## src/rtl/i2c_pkg.sv

```systemverilog
// Shared types and constants for the I2C slave address-phase controller.
package i2c_pkg;

    typedef enum logic [2:0] {
        IDLE     = 3'd0,
        ADDR     = 3'd1,
        ACK      = 3'd2,
        SELECTED = 3'd3,
        IGNORE   = 3'd4
    } addr_state_t;

    localparam int         ADDR_BITS     = 8;
    localparam logic [6:0] GEN_CALL_ADDR = 7'h00;

    // True when the received 7-bit address selects this slave.
    function automatic logic addr_hit(
        input logic [6:0] rx_addr,
        input logic [6:0] own_addr,
        input logic       gen_call_en
    );
        addr_hit = (rx_addr == own_addr) || (gen_call_en && (rx_addr == GEN_CALL_ADDR));
    endfunction

endpackage

```

## src/rtl/i2c_bit_counter.sv

```systemverilog
// Bit counter for the address byte: synchronous clear wins over enable.
module i2c_bit_counter #(
    parameter int CNT_WIDTH = 4
) (
    input  logic                 clk,
    input  logic                 i_clr,
    input  logic                 i_en,
    output logic [CNT_WIDTH-1:0] o_count
);

    logic [CNT_WIDTH-1:0] r_count;

    // Count enabled SCL rising edges; clear on reset or START.
    always_ff @(posedge clk) begin
        if (i_clr) begin
            r_count <= '0;
        end else if (i_en) begin
            r_count <= r_count + CNT_WIDTH'(1);
        end else begin
            r_count <= r_count;
        end
    end

    assign o_count = r_count;

endmodule

```

## src/rtl/i2c_slave_addr_ctrl.sv

```systemverilog
// I2C slave address phase: START/STOP detection, address byte capture,
// address compare, ACK drive and hand-off to the data phase.
module i2c_slave_addr_ctrl
    import i2c_pkg::*;
#(
    parameter logic [6:0] SLAVE_ADDR  = 7'h42,
    parameter logic       GEN_CALL_EN = 1'b0,
    parameter int         CNT_WIDTH   = 4
) (
    input  logic       FPGA_clk,
    input  logic       rst,
    input  logic       scl,
    input  logic       sda,
    output logic       sda_drive_low,
    output logic       addr_match,
    output logic       selected,
    output logic       rw,
    output logic [7:0] addr_byte
);

    localparam logic [CNT_WIDTH-1:0] CNT_FULL = CNT_WIDTH'(ADDR_BITS);

    addr_state_t          r_state;
    addr_state_t          w_state_next;
    logic                 r_scl_q;
    logic                 r_sda_q;
    logic                 w_scl_rise;
    logic                 w_scl_fall;
    logic                 w_start;
    logic                 w_stop;
    logic [CNT_WIDTH-1:0] w_count;
    logic                 w_cnt_en;
    logic                 w_cnt_clr;
    logic                 w_cnt_full;
    logic [7:0]           r_shift;
    logic [7:0]           w_shift_next;
    logic                 r_sda_drive_low;
    logic                 w_sda_drive_low_next;
    logic                 r_addr_match;
    logic                 w_addr_match_next;
    logic                 r_selected;
    logic                 w_selected_next;
    logic                 r_rw;
    logic                 w_rw_next;
    logic [7:0]           r_addr_byte;
    logic [7:0]           w_addr_byte_next;

    // Bus events relative to the previous sample; SDA moving while SCL is
    // low is plain data and never qualifies as START/STOP.
    assign w_scl_rise = scl & ~r_scl_q;
    assign w_scl_fall = ~scl & r_scl_q;
    assign w_start    = scl & r_scl_q & r_sda_q & ~sda;
    assign w_stop     = scl & r_scl_q & ~r_sda_q & sda;

    assign w_cnt_clr  = rst | w_start;
    assign w_cnt_full = (w_count == CNT_FULL);

    i2c_bit_counter #(
        .CNT_WIDTH(CNT_WIDTH)
    ) u_bit_counter (
        .clk    (FPGA_clk),
        .i_clr  (w_cnt_clr),
        .i_en   (w_cnt_en),
        .o_count(w_count)
    );

    // Previous SCL/SDA samples; idle bus level after reset.
    always_ff @(posedge FPGA_clk) begin
        if (rst) begin
            r_scl_q <= 1'b1;
            r_sda_q <= 1'b1;
        end else begin
            r_scl_q <= scl;
            r_sda_q <= sda;
        end
    end

    // State register and registered outputs.
    always_ff @(posedge FPGA_clk) begin
        if (rst) begin
            r_state         <= IDLE;
            r_shift         <= 8'h00;
            r_sda_drive_low <= 1'b0;
            r_addr_match    <= 1'b0;
            r_selected      <= 1'b0;
            r_rw            <= 1'b0;
            r_addr_byte     <= 8'h00;
        end else begin
            r_state         <= w_state_next;
            r_shift         <= w_shift_next;
            r_sda_drive_low <= w_sda_drive_low_next;
            r_addr_match    <= w_addr_match_next;
            r_selected      <= w_selected_next;
            r_rw            <= w_rw_next;
            r_addr_byte     <= w_addr_byte_next;
        end
    end

    // Next state and output values; START beats STOP beats local moves.
    always_comb begin
        w_state_next         = r_state;
        w_shift_next         = r_shift;
        w_sda_drive_low_next = r_sda_drive_low;
        w_addr_match_next    = 1'b0;
        w_selected_next      = r_selected;
        w_rw_next            = r_rw;
        w_addr_byte_next     = r_addr_byte;
        w_cnt_en             = 1'b0;

        if (w_start) begin
            w_state_next         = ADDR;
            w_sda_drive_low_next = 1'b0;
            w_selected_next      = 1'b0;
        end else if (w_stop && (r_state != IDLE)) begin
            w_state_next         = IDLE;
            w_sda_drive_low_next = 1'b0;
            w_selected_next      = 1'b0;
        end else begin
            case (r_state)
                IDLE: begin
                    w_state_next = IDLE;
                end
                ADDR: begin
                    if (w_scl_rise && (w_count < CNT_FULL)) begin
                        w_shift_next = {r_shift[6:0], sda};
                        w_cnt_en     = 1'b1;
                    end else if (w_scl_fall && w_cnt_full) begin
                        w_addr_byte_next = r_shift;
                        if (addr_hit(r_shift[7:1], SLAVE_ADDR, GEN_CALL_EN)) begin
                            w_state_next         = ACK;
                            w_sda_drive_low_next = 1'b1;
                            w_rw_next            = r_shift[0];
                        end else begin
                            w_state_next = IGNORE;
                        end
                    end else begin
                        w_state_next = ADDR;
                    end
                end
                ACK: begin
                    // Hold SDA low through the 9th SCL high; release on its fall.
                    if (w_scl_fall) begin
                        w_state_next         = SELECTED;
                        w_sda_drive_low_next = 1'b0;
                        w_addr_match_next    = 1'b1;
                        w_selected_next      = 1'b1;
                    end else begin
                        w_state_next = ACK;
                    end
                end
                SELECTED: begin
                    w_state_next = SELECTED;
                end
                IGNORE: begin
                    w_state_next = IGNORE;
                end
                default: begin
                    w_state_next         = IDLE;
                    w_sda_drive_low_next = 1'b0;
                    w_selected_next      = 1'b0;
                end
            endcase
        end
    end

    assign sda_drive_low = r_sda_drive_low;
    assign addr_match    = r_addr_match;
    assign selected      = r_selected;
    assign rw            = r_rw;
    assign addr_byte     = r_addr_byte;

endmodule

```

## config.mk

```make
export PLATFORM = sky130hd
export DESIGN_NAME = i2c_slave_addr_ctrl
export DESIGN_NICKNAME = d
export VERILOG_FILES = /design/src/rtl/i2c_pkg.sv /design/src/rtl/i2c_bit_counter.sv /design/src/rtl/i2c_slave_addr_ctrl.sv
export SDC_FILE = /design/constraint.sdc
export NUM_CORES = 1
export LEC_CHECK = 0
export CORE_UTILIZATION = 41
export DETAILED_ROUTE_END_ITERATION = 12
export PLACE_DENSITY = 0.65
export SYNTH_ARGS = -nofsm -noshare
export SYNTH_HDL_FRONTEND = slang
export SYNTH_SLANG_ARGS = --single-unit
```

## constraint.sdc

```tcl
create_clock -name FPGA_clk -period 4.8 [get_ports FPGA_clk]
set_clock_uncertainty 0.05 [all_clocks]
set_input_delay 1.2 -clock FPGA_clk [delete_from_list [all_inputs] [get_ports FPGA_clk]]
set_output_delay 1.2 -clock FPGA_clk [all_outputs]
set_load 0.02 [all_outputs]
```

* Yosys cells after proc, flatten, opt, wreduce, memory -nomap -nowiden
Index checks and enable logic that the tools add are counted.
** Word-level totals
- Bits in registers :: 29
- Bits of input ports :: 4
- Output and inout port bits :: 12
- Logic and storage cells :: 75
** Operators by class
- Add/sub/neg operators :: 1
- Magnitude comparators :: 1
- Equal/unequal tests :: 11
- Mux-type cells :: 19
- Bitwise operators :: 18
- Reduce and logical (&&, ||, !) cells :: 14
** Operators by type and width (count)
- $mux 1 :: 13
- $pmux 3 s4 :: 1
- $not 1->1 :: 10
- $reduce_and 5->1 :: 2
- $mux 3 :: 3
- $ne 2x2->1 const B :: 4
- $reduce_or 4->1 :: 2
- $and 1x1->1 :: 7
- $eq 7x7->1 const B :: 1
- $eq 3x2->1 const B :: 2
- $reduce_and 6->1 :: 1
- $reduce_or 3->1 :: 2
- $add 4x1->4 const B :: 1
- $eq 4x4->1 const B :: 1
- $lt 4x4->1 const B :: 1
- $ne 4x4->1 const B :: 1
- $reduce_and 4->1 :: 1
- $eq 3x1->1 const B :: 1
- $eq 3x3->1 const B :: 1
- $logic_and 1x1->1 :: 3
- $logic_not 3->1 :: 1
- $pmux 1 s3 :: 1
- $reduce_bool 3->1 :: 1
- $pmux 1 s2 :: 1
- other kinds (2) :: 2

* Logic depth before layout (Yosys ltp)
Gate-level depths: netlist of run 1.
- Depth after elaboration :: 8
- Mapped depth :: 7
- Gate-level depth less buffers :: 6

* By module
From an unflattened synthesis of run 1, not the netlist that was laid out.
** Second synthesis, totals
- Cell total of the unflattened synthesis :: 135
- Area, all modules :: 1280.0 µm²
** By module, submodules not included
- i2c_slave_addr_ctrl :: instances 1, cells each 119, area an instance 1101.1 µm², sequential area each 500.5 µm²
- i2c_bit_counter :: instances 1, cells each 16, area an instance 178.9 µm², sequential area each 80.1 µm²

* Least setup slack after synthesis of run 1
No wires, ideal clock.
- Path type :: input -> register
- From :: in scl
- To :: reg r_rw, in the netlist rw
- Setup time :: 129 ps
- Arrival :: 2293 ps
- Required time :: 4621 ps
- Setup slack :: 2328 ps
- Cell stages on the path :: 5
- Path buffers :: 1
- Cells stage by stage :: nand2b_1 > or4b_4 > buf_6 > o21ai_1 > o41ai_2
** Between the ends
- Word-level cells in the longest chain between the ends :: 6
- Elaborated cells between the ends (all ways) :: 15
- Classes of those cells :: bitwise (11); reduce/logical (4)
** RTL lines
- start: declaration :: line i2c_slave_addr_ctrl.sv:12 : input logic scl,
- $and 1x1->1 :: line i2c_slave_addr_ctrl.sv:52, i2c_slave_addr_ctrl.sv:53
- $and 1x1->1 (2 in a row) :: line i2c_slave_addr_ctrl.sv:53 : assign w_stop = scl & r_scl_q & ~r_sda_q & sda;
- $logic_and 1x1->1 :: line i2c_slave_addr_ctrl.sv:114 : end else if (w_stop && (r_state != IDLE)) begin
- $not 1->1 (no line)
- $reduce_and 6->1 (no line) (*)
- end signal: assignment :: line i2c_slave_addr_ctrl.sv:94 : r_rw <= w_rw_next;
- end: declaration :: line i2c_slave_addr_ctrl.sv:43 : logic r_rw;
Every way passes the cells marked *; elsewhere a longest branch is shown, timed or not.
A chain may end at the register's enable or synchronous reset.

* Worst setup path after layout of run 1
- From :: in scl
- To :: reg r_state[2]
** Between the ends
- Word-level cells in the longest chain between the ends :: 6
- Elaborated cells between the ends (all ways) :: 16
- Classes of those cells :: eq/ne (1); mux (3); bitwise (8); reduce/logical (4)
** RTL lines
- $not 1->1 :: line i2c_slave_addr_ctrl.sv:51 : assign w_scl_fall = ~scl & r_scl_q;
- $and 1x1->1 :: line i2c_slave_addr_ctrl.sv:51
- $logic_and 1x1->1 :: line i2c_slave_addr_ctrl.sv:127 : end else if (w_scl_fall && w_cnt_full) begin
- $mux 3 :: line i2c_slave_addr_ctrl.sv:127
- $mux 3 :: line i2c_slave_addr_ctrl.sv:124 : if (w_scl_rise && (w_count < CNT_FULL)) begin
- $pmux 3 s4 :: line i2c_slave_addr_ctrl.sv:119 : case (r_state)
- end signal: assignment :: line i2c_slave_addr_ctrl.sv:89 : r_state <= w_state_next;
- end: declaration :: line i2c_slave_addr_ctrl.sv:23 : addr_state_t r_state;
Parallel ways exist; a longest one is shown, timed or not. The select of a mux whose other input is x is not followed.

==> results of run 1 <==
==> placed cells by master, fill, tap and decap left out, drive strengths merged <==
| master | count |
|---|---|
| xnor2 | 1 |
| a21oi | 14 |
| a211oi | 1 |
| clkbuf | 6 |
| and4 | 1 |
| xor2 | 1 |
| clkinv | 2 |
| nand3 | 1 |
| mux2i | 8 |
| o31a | 1 |
| nor2b | 3 |
| inv | 4 |
| nor4 | 2 |
| nor2 | 20 |
| clkdlybuf4s50 | 15 |
| o41ai | 1 |
| o221ai | 1 |
| and4b | 2 |
| o21ai | 2 |
| or4b | 2 |
| nand2b | 4 |
| a2111oi | 1 |
| a41oi | 1 |
| a31oi | 1 |
| or2 | 4 |
| nand2 | 24 |
| nand4 | 1 |
| ha | 2 |
| nor3 | 3 |
| a2bb2oi | 1 |
| dfxtp | 29 |
| or4 | 1 |
| a41o | 1 |
| buf | 1 |
==> Yosys cell counts, types with 2 or more instances <==
library cell,number,area share
sky130_fd_sc_hd__nand2_1,24,0.071
sky130_fd_sc_hd__ha_1,2,0.020
sky130_fd_sc_hd__nor2b_1,3,0.015
sky130_fd_sc_hd__inv_1,4,0.012
sky130_fd_sc_hd__mux2i_1,8,0.063
sky130_fd_sc_hd__or2_2,4,0.020
sky130_fd_sc_hd__nand2b_1,3,0.015
sky130_fd_sc_hd__and4b_1,2,0.016
sky130_fd_sc_hd__nor3_1,3,0.012
sky130_fd_sc_hd__a21oi_1,14,0.055
sky130_fd_sc_hd__clkbuf_1,2,0.0059
sky130_fd_sc_hd__dfxtp_1,29,0.46
sky130_fd_sc_hd__nor2_1,20,0.059
sky130_fd_sc_hd__buf_2,5,0.020
==> cell type report <==
type | count | area (um2)
fillers | 290 | 1380
repair buffers | 16 | 158
well taps | 31 | 38.8
clock inverters | 2 | 10.0
multi-input cells | 105 | 633
flip-flops and latches | 29 | 581
clock buffers | 6 | 41.3
inverters | 4 | 15.0
==> state kept, by name, summed over array words and instances (netlist names), 3 cells and up <==
name and count:
addr_byte 8, u_bit_counter.o_count 4, r_state 3, r_shift 8
==> layer usage <==
metal	vias up	global-route usage
met5	-	0
met4	0	0.0816
met3	4	0.0603
met2	30	0.271
met1	506	0.204
li1	530	-
==> worst max-delay path, cell delays in order <==
cell and delay (ns):
sky130_fd_sc_hd__clkdlybuf4s50_1 0.48, sky130_fd_sc_hd__nand2b_1 0.23, sky130_fd_sc_hd__or4b_4 0.68, sky130_fd_sc_hd__a2bb2oi_1 0.18, sky130_fd_sc_hd__nor3_1 0.17
==> metrics by stage <==
step	cell area [um2]	total power [mW]	instances	hold slack [ns]
finish	1480	0.400	193	0.414
global route	1480	0.420	193	0.461
CTS	1480	0.406	193	0.425
detailed placement	1430	0.267	185	0.412
global placement	1430	0.267	185	0.395
floorplan	1270	0.261	146	0.407
==> worst min path at each step <==
stage                                  startpoint  cells after the start  slack (ns)                      end
after global placement      selected$_SDFFE_PP0P_                      2        0.40    selected$_SDFFE_PP0P_
after floorplan           r_shift[3]$_SDFFE_PP0P_                      2        0.41  r_shift[4]$_SDFFE_PP0P_
after CTS                   selected$_SDFFE_PP0P_                      2        0.43    selected$_SDFFE_PP0P_
after global routing      r_shift[5]$_SDFFE_PP0P_                      2        0.46  r_shift[5]$_SDFFE_PP0P_
final                       selected$_SDFFE_PP0P_                      2        0.41    selected$_SDFFE_PP0P_
after detailed placement    selected$_SDFFE_PP0P_                      2        0.41    selected$_SDFFE_PP0P_
==> cell families after synthesis <==
logic type / Yosys count / synth area share
AO/OA/AOI/OAI: 25 / 0.129
XOR/XNOR: 2 / 0.0138
adder cells (fa/ha/maj): 2 / 0.0197
buffers and inverters: 12 / 0.0462
flip-flops: 29 / 0.456
multiplexers: 8 / 0.0629
AND/OR/NAND/NOR: 68 / 0.272
==> power groups by stage <==
stage	clock [mW]	sequential, mW	combinational, mW
floorplan	0	0.248	0.0131
global placement	0	0.249	0.0174
detailed placement	0	0.249	0.0176
CTS	0.144	0.244	0.0180
global route	0.156	0.244	0.0200
finish	0.138	0.244	0.0181
==> flow_summary.html, run 1 <==
<table>
<tr><th>Metric</th><th>Value</th></tr>
<tr><th colspan="2">Outcome</th></tr>
<tr><td>Outcome</td><td>finished, final reports clean</td></tr>
<tr><th colspan="2">Detailed routing</th></tr>
<tr><td>Post-Route WL</td><td>about 2500 um</td></tr>
<tr><td>Routed met2 length</td><td>1200 um</td></tr>
<tr><td>Detailed route wirelength on metal3</td><td>approximately 150 um</td></tr>
<tr><td>Iteration count of the initial detailed-routing pass</td><td>4</td></tr>
<tr><td>Average routed wire per standard cell</td><td>12.9 um</td></tr>
<tr><td>Met1 Wirelength</td><td>around 1100 um</td></tr>
<tr><td>Post-DRT Antenna Nets</td><td>0</td></tr>
<tr><td>Uppermost layer routed</td><td>met4</td></tr>
<tr><td>Via density</td><td>5.54</td></tr>
<tr><td>Number of DRC markers in iteration 0</td><td>22</td></tr>
<tr><td>Overall via count from detail_route</td><td>about 1100</td></tr>
<tr><td>Remaining design rule violation count</td><td>0</td></tr>
<tr><th colspan="2">STA</th></tr>
<tr><td>Final period util</td><td>0.570</td></tr>
<tr><td>Number of setup violations in the final report</td><td>0</td></tr>
<tr><td>Final Max Slew Viols</td><td>0</td></tr>
<tr><td>Final hold viol count</td><td>0</td></tr>
<tr><td>Post-layout worst setup margin</td><td>2.06 ns</td></tr>
<tr><td>RSZ-0062 raised after global routing</td><td>no</td></tr>
<tr><td>Final-layout setup total negative slack</td><td>0 ns</td></tr>
<tr><td>Crit path time final</td><td>2.74 ns</td></tr>
<tr><td>Max Fclk</td><td>between 300 and 400 MHz</td></tr>
<tr><td>Slew of the pin with the lowest slew margin</td><td>about 0.82 ns</td></tr>
<tr><td>Max_slew headroom</td><td>0.449</td></tr>
<tr><th colspan="2">Final layout</th></tr>
<tr><td>Area growth from synthesis to final layout</td><td>16.0%</td></tr>
<tr><td>Fraction of layout cells with a size suffix above 1</td><td>0.0988</td></tr>
<tr><td>Final design utilization</td><td>0.518</td></tr>
<tr><td>Ant diodes</td><td>0</td></tr>
<tr><td>Final layout net count</td><td>between 150 and 200</td></tr>
<tr><th colspan="2">Global route</th></tr>
<tr><td>Maximum number of pins on one net before global-route repair</td><td>24</td></tr>
<tr><td>Global-route total usage across every layer</td><td>0.169</td></tr>
<tr><td>Congestion Overflow GR</td><td>0</td></tr>
<tr><td>Antenna violations before repair</td><td>0</td></tr>
<tr><td>Via count of the first global-routing pass</td><td>between 900 and 1000</td></tr>
<tr><td>First-pass GRT wire length</td><td>between 4000 and 5000 um</td></tr>
<tr><th colspan="2">Logic synthesis</th></tr>
<tr><td>Yosys warning count</td><td>0</td></tr>
<tr><td>Flip-flop and latch count after synthesis</td><td>29</td></tr>
<tr><td>Post-Syn Area</td><td>between 0.001 and 0.0015 mm2</td></tr>
<tr><td>Post-synth top flop</td><td>sky130_fd_sc_hd__dfxtp_1</td></tr>
<tr><td>Share of flip-flops with an asynchronous set or reset after synthesis</td><td>0</td></tr>
<tr><td>Post-Synthesis Cells</td><td>~150</td></tr>
<tr><td>Synth Area per Inst</td><td>just under 9 um2</td></tr>
<tr><td>Count of flip-flops with a built-in enable after synthesis</td><td>0</td></tr>
<tr><td>Yosys cell types</td><td>37</td></tr>
<tr><td>Net Count, Synth</td><td>152</td></tr>
<tr><td>Register area share after synthesis</td><td>0.456</td></tr>
<tr><th colspan="2">Power</th></tr>
<tr><td>Clk network pwr share</td><td>0.345</td></tr>
<tr><td>Maximum resistive drop on vdd</td><td>153 uV</td></tr>
<tr><td>Switching pwr</td><td>~95 uW</td></tr>
<tr><td>Total power divided by cell area</td><td>271 mW/mm2</td></tr>
<tr><td>Leakage power figure</td><td>around 0.57 nW</td></tr>
<tr><td>Internal power of the cells</td><td>~300 uW</td></tr>
<tr><td>Combinational fraction of design power</td><td>0.045</td></tr>
<tr><td>Switching power share of the total</td><td>0.238</td></tr>
<tr><td>Register share of total power</td><td>0.610</td></tr>
<tr><th colspan="2">Critical path</th></tr>
<tr><td>Endpoint of the most critical register-to-register path</td><td>r_state[2]$_SDFFE_PP0P_</td></tr>
<tr><td>Flop2flop setup slack</td><td>~3 ns</td></tr>
<tr><td>Crit path launch</td><td>scl</td></tr>
<tr><td>Maximum fanout along the worst path</td><td>11</td></tr>
<tr><td>Critical Path End</td><td>r_state[2]$_SDFFE_PP0P_</td></tr>
<tr><td>Start-to-end type of the worst setup path</td><td>in2reg</td></tr>
<tr><td>Crit path DAT</td><td>2.95 ns</td></tr>
<tr><td>Crit start category</td><td>input port</td></tr>
<tr><td>Startpoint of the worst register-to-register path</td><td>u_bit_counter.o_count[0]$_SDFFE_PP0P_</td></tr>
<tr><td>Reg2Reg Depth</td><td>6</td></tr>
<tr><td>CP Data Required Time</td><td>roughly 5 ns</td></tr>
<tr><td>Sort of element at the end of the critical path</td><td>flop</td></tr>
<tr><th colspan="2">Clock network</th></tr>
<tr><td>Clock-pin slew on the worst setup and hold paths</td><td>around 0.090 ns</td></tr>
<tr><td>Clock root cell</td><td>sky130_fd_sc_hd__clkbuf_4</td></tr>
<tr><td>Number of sinks on the clock net</td><td>29</td></tr>
<tr><td>Maximum root-to-sink buffer count</td><td>2</td></tr>
<tr><td>Number of buffers added for setup after CTS</td><td>0</td></tr>
<tr><td>Quantity of hold-fixing buffers added after cts</td><td>0</td></tr>
<tr><td>Quantity of gates resized following cts</td><td>0</td></tr>
<tr><td>Worst-Skew Late Latency</td><td>0.33 ns</td></tr>
<tr><td># H-tree levels</td><td>2</td></tr>
<tr><td>Number of clock buffers inserted by TritonCTS</td><td>5</td></tr>
<tr><td>CTS tree</td><td>done</td></tr>
<tr><th colspan="2">Floorplanning</th></tr>
<tr><td>Number of standard-cell rows in the floorplan</td><td>19</td></tr>
<tr><td>Std-Cell Core Area</td><td>0.00285 mm2</td></tr>
<tr><td>Die Ht</td><td>57.7 um</td></tr>
<tr><td>Top-Level Pins</td><td>16</td></tr>
<tr><td>Initial cell density of the core</td><td>0.446</td></tr>
<tr><td>Floorplan die area</td><td>~0.0033 mm2</td></tr>
<tr><td>Die X</td><td>57.7 um</td></tr>
<tr><th colspan="2">Placement</th></tr>
<tr><td>Final weighted congestion in routability-driven placement</td><td>~0.81</td></tr>
<tr><td>Worst slack, placed</td><td>~1.7 ns</td></tr>
<tr><td>DP HPWL</td><td>1720 um</td></tr>
<tr><td>Count of port buffers added during placement</td><td>15</td></tr>
<tr><th colspan="2">Worst hold path</th></tr>
<tr><td>Path class of the lowest-slack min-delay path</td><td>reg2reg</td></tr>
<tr><th colspan="2">Run</th></tr>
<tr><td>Max-cap violation count</td><td>0</td></tr>
</table>
Note: power is estimated with default switching activity, not from simulation.
==> inputs of run 2 (changes only) <==
Settings changed: PLACE_DENSITY 0.65 to 0.67.
Clock period 4.8 ns to 2.3 ns, I/O delays scaled along.
==> flow_summary.html, run 2 (synthesis results as in run 1) <==
<table>
<tr><th>Metric</th><th>Value</th></tr>
<tr><th colspan="2">Critical path</th></tr>
<tr><td>Maximum fanout along the worst path</td><td>11 (unchanged)</td></tr>
<tr><td>Cell with the largest stage delay on the worst path</td><td>sky130_fd_sc_hd__or4b_4</td></tr>
<tr><td>Crit start category</td><td>input port</td></tr>
<tr><td>Sort of element at the end of the critical path</td><td>flop</td></tr>
<tr><td>CP Cell Sequence</td><td>clkdlybuf4s50_1, nand2b_1, or4b_4, a2bb2oi_1, nor3_1</td></tr>
<tr><td>Largest stage delay on the critical path</td><td>0.67 ns (about the same)</td></tr>
<tr><td>Start-to-end type of the worst setup path</td><td>in2reg</td></tr>
<tr><td>CP Data Required Time</td><td>2.49 ns (-2.52 ns)</td></tr>
<tr><td>Crit path DAT</td><td>2.24 ns (-0.71 ns)</td></tr>
<tr><th colspan="2">STA</th></tr>
<tr><td>Crit path time final</td><td>2.05 ns</td></tr>
<tr><td>Max_slew headroom</td><td>0.771 (+0.322)</td></tr>
<tr><td>Final Max Slew Viols</td><td>0 (unchanged)</td></tr>
<tr><td>Final hold viol count</td><td>0 (unchanged)</td></tr>
<tr><td>Post-layout worst setup margin</td><td>0.248 ns (-1.82 ns)</td></tr>
<tr><td>Final period util</td><td>0.892</td></tr>
<tr><td>Number of setup violations in the final report</td><td>0 (unchanged)</td></tr>
<tr><td>Max Fclk</td><td>roughly 490 MHz</td></tr>
<tr><td>RSZ-0062 raised after global routing</td><td>no</td></tr>
<tr><td>Worst hold slack</td><td>0.414 ns (+0.000145 ns)</td></tr>
<tr><td>Slew of the pin with the lowest slew margin</td><td>0.334 ns (-0.489 ns)</td></tr>
<tr><th colspan="2">Global route</th></tr>
<tr><td>Maximum number of pins on one net before global-route repair</td><td>22 (-8.3%)</td></tr>
<tr><td>Global-route total usage across every layer</td><td>0.164 (-0.00590)</td></tr>
<tr><td>Antenna violations before repair</td><td>0 (unchanged)</td></tr>
<tr><td>First-pass GRT wire length</td><td>4200 um (+0.33%)</td></tr>
<tr><td>Via count of the first global-routing pass</td><td>980 (+3.3%)</td></tr>
<tr><td>Congestion Overflow GR</td><td>0 (unchanged)</td></tr>
<tr><th colspan="2">Power</th></tr>
<tr><td>Maximum resistive drop on vdd</td><td>390 uV (+150%)</td></tr>
<tr><td>Total power divided by cell area</td><td>584 mW/mm2 (+120%)</td></tr>
<tr><td>Leakage power figure</td><td>0.617 nW (+7.4%)</td></tr>
<tr><th colspan="2">Detailed routing</th></tr>
<tr><td>Remaining design rule violation count</td><td>0 (unchanged)</td></tr>
<tr><td>Iteration count of the initial detailed-routing pass</td><td>4 (unchanged)</td></tr>
<tr><td>Via density</td><td>5.38 (-3.0%)</td></tr>
<tr><td>Overall via count from detail_route</td><td>1076 (+0.56%)</td></tr>
<tr><td>Number of DRC markers in iteration 0</td><td>26 (+18%)</td></tr>
<tr><td>Post-DRT Antenna Nets</td><td>0 (unchanged)</td></tr>
<tr><td>Post-Route WL</td><td>2440 um (-2.4%)</td></tr>
<tr><td>Average routed wire per standard cell</td><td>12.2 um (-5.8%)</td></tr>
<tr><th colspan="2">Clock network</th></tr>
<tr><td>Quantity of gates resized following cts</td><td>0 (unchanged)</td></tr>
<tr><td>CTS tree</td><td>done</td></tr>
<tr><td>Maximum root-to-sink buffer count</td><td>2 (unchanged)</td></tr>
<tr><td>Number of sinks on the clock net</td><td>29 (unchanged)</td></tr>
<tr><td>Clock-pin slew on the worst setup and hold paths</td><td>0.09 ns (about the same)</td></tr>
<tr><td>Quantity of hold-fixing buffers added after cts</td><td>0 (unchanged)</td></tr>
<tr><td>Number of clock buffers inserted by TritonCTS</td><td>5 (unchanged)</td></tr>
<tr><td>Clock root cell</td><td>sky130_fd_sc_hd__clkbuf_4</td></tr>
<tr><td>Number of buffers added for setup after CTS</td><td>0 (unchanged)</td></tr>
<tr><td>Worst-Skew Late Latency</td><td>0.31 ns (-0.02 ns)</td></tr>
<tr><td># H-tree levels</td><td>2 (unchanged)</td></tr>
<tr><th colspan="2">Final layout</th></tr>
<tr><td>Most common cell after layout, fill and taps aside</td><td>sky130_fd_sc_hd__dfxtp_1</td></tr>
<tr><td>Most frequent cells in the layout</td><td>29 x sky130_fd_sc_hd__dfxtp_1, 24 x sky130_fd_sc_hd__nand2_1, 20 x sky130_fd_sc_hd__nor2_1</td></tr>
<tr><td>Ant diodes</td><td>0 (unchanged)</td></tr>
<tr><td>Final layout net count</td><td>174 (+4.2%)</td></tr>
<tr><td>Number of non-filler instances in the completed layout</td><td>200 (+3.6%)</td></tr>
<tr><td>Filler instances</td><td>285 (-1.7%)</td></tr>
<tr><td>Fraction of layout cells with a size suffix above 1</td><td>0.142 (+0.0432)</td></tr>
<tr><td>Area growth from synthesis to final layout</td><td>21.6%</td></tr>
<tr><th colspan="2">Floorplanning</th></tr>
<tr><td>Die X</td><td>57.7 um (unchanged)</td></tr>
<tr><td>Top-Level Pins</td><td>16 (unchanged)</td></tr>
<tr><td>Std-Cell Core Area</td><td>0.00285 mm2 (unchanged)</td></tr>
<tr><td>Die Ht</td><td>57.7 um (unchanged)</td></tr>
<tr><td>Floorplan die area</td><td>0.00333 mm2 (unchanged)</td></tr>
<tr><td>Number of standard-cell rows in the floorplan</td><td>19 (unchanged)</td></tr>
<tr><td>Initial cell density of the core</td><td>0.446 (unchanged)</td></tr>
<tr><th colspan="2">Outcome</th></tr>
<tr><td>Outcome</td><td>finished, final reports clean</td></tr>
<tr><th colspan="2">Placement</th></tr>
<tr><td># placed instances</td><td>192 (+3.8%)</td></tr>
<tr><td>Count of port buffers added during placement</td><td>15 (unchanged)</td></tr>
<tr><td>Worst slack, placed</td><td>-0.0838 ns (-1.81 ns)</td></tr>
<tr><td>DP HPWL</td><td>1740 um (+0.93%)</td></tr>
<tr><td>Final weighted congestion in routability-driven placement</td><td>0.793 (-1.9%)</td></tr>
<tr><th colspan="2">Worst hold path</th></tr>
<tr><td>Path class of the lowest-slack min-delay path</td><td>reg2reg</td></tr>
<tr><th colspan="2">Run</th></tr>
<tr><td>Max-cap violation count</td><td>0 (unchanged)</td></tr>
</table>
-- run 2: cell types whose count changed in the layout (fill, tap and decap cells not counted), sizes merged --
cell	before	now
buf	1	8
clkbuf	6	7
clkinv	2	1
-- run 2: area by class of cell --
type                            count  area, um2  area share
Clock buffer                        7       65.1      0.0420
Clock inverter                      1       5.00     0.00323
Inverter                            4       15.0     0.00970
Multi-Input combinational cell    105        633       0.409
Sequential cell                    29        581       0.375
Tap cell                           31       38.8      0.0251
Timing Repair Buffer               23        210       0.136
-- run 2: worst paths after layout --
check,cells after the start,endpoint,start,slack (ns)
max,5,r_state[2]$_SDFFE_PP0P_,scl,0.25
min,2,selected$_SDFFE_PP0P_,selected$_SDFFE_PP0P_,0.41
max reg2reg,6,r_state[2]$_SDFFE_PP0P_,u_bit_counter.o_count[0]$_SDFFE_PP0P_,0.43
min reg2reg,2,selected$_SDFFE_PP0P_,selected$_SDFFE_PP0P_,0.41
-- run 2: per-stage QoR --
step | cell area [um2] | utilization | TNS [ns] | total power, mW
5_1_grt | 1550 | 0.543 | 0 | 0.942
6_report | 1550 | 0.543 | 0 | 0.903
3_5_place_dp | 1480 | 0.518 | -0.0898 | 0.564
2_1_floorplan | 1270 | - | 0 | 0.545
4_1_cts | 1550 | 0.543 | 0 | 0.910
3_3_place_gp | 1480 | 0.518 | 0 | 0.563
-- run 2: metal layers --
layer  GRT usage  vias up  routed length (um)
met5           0        -                   0
met3      0.0402        4                 110
met1       0.213      498                1210
met4      0.0714        0                  29
li1            -      543                   -
met2       0.259       31                1090
-- run 2: worst max-delay path, delay by kind of cell --
kind	cells	cell delay [ns]
AO/OA/AOI/OAI	1	0.18
AND/OR/NAND/NOR	3	1.05
buffers and inverters	1	0.42
-- run 2: power by group --
part	internal, mW	switching (mW)
combinational	0.0204	0.0236
clock	0.177	0.173
sequential	0.505	0.00434
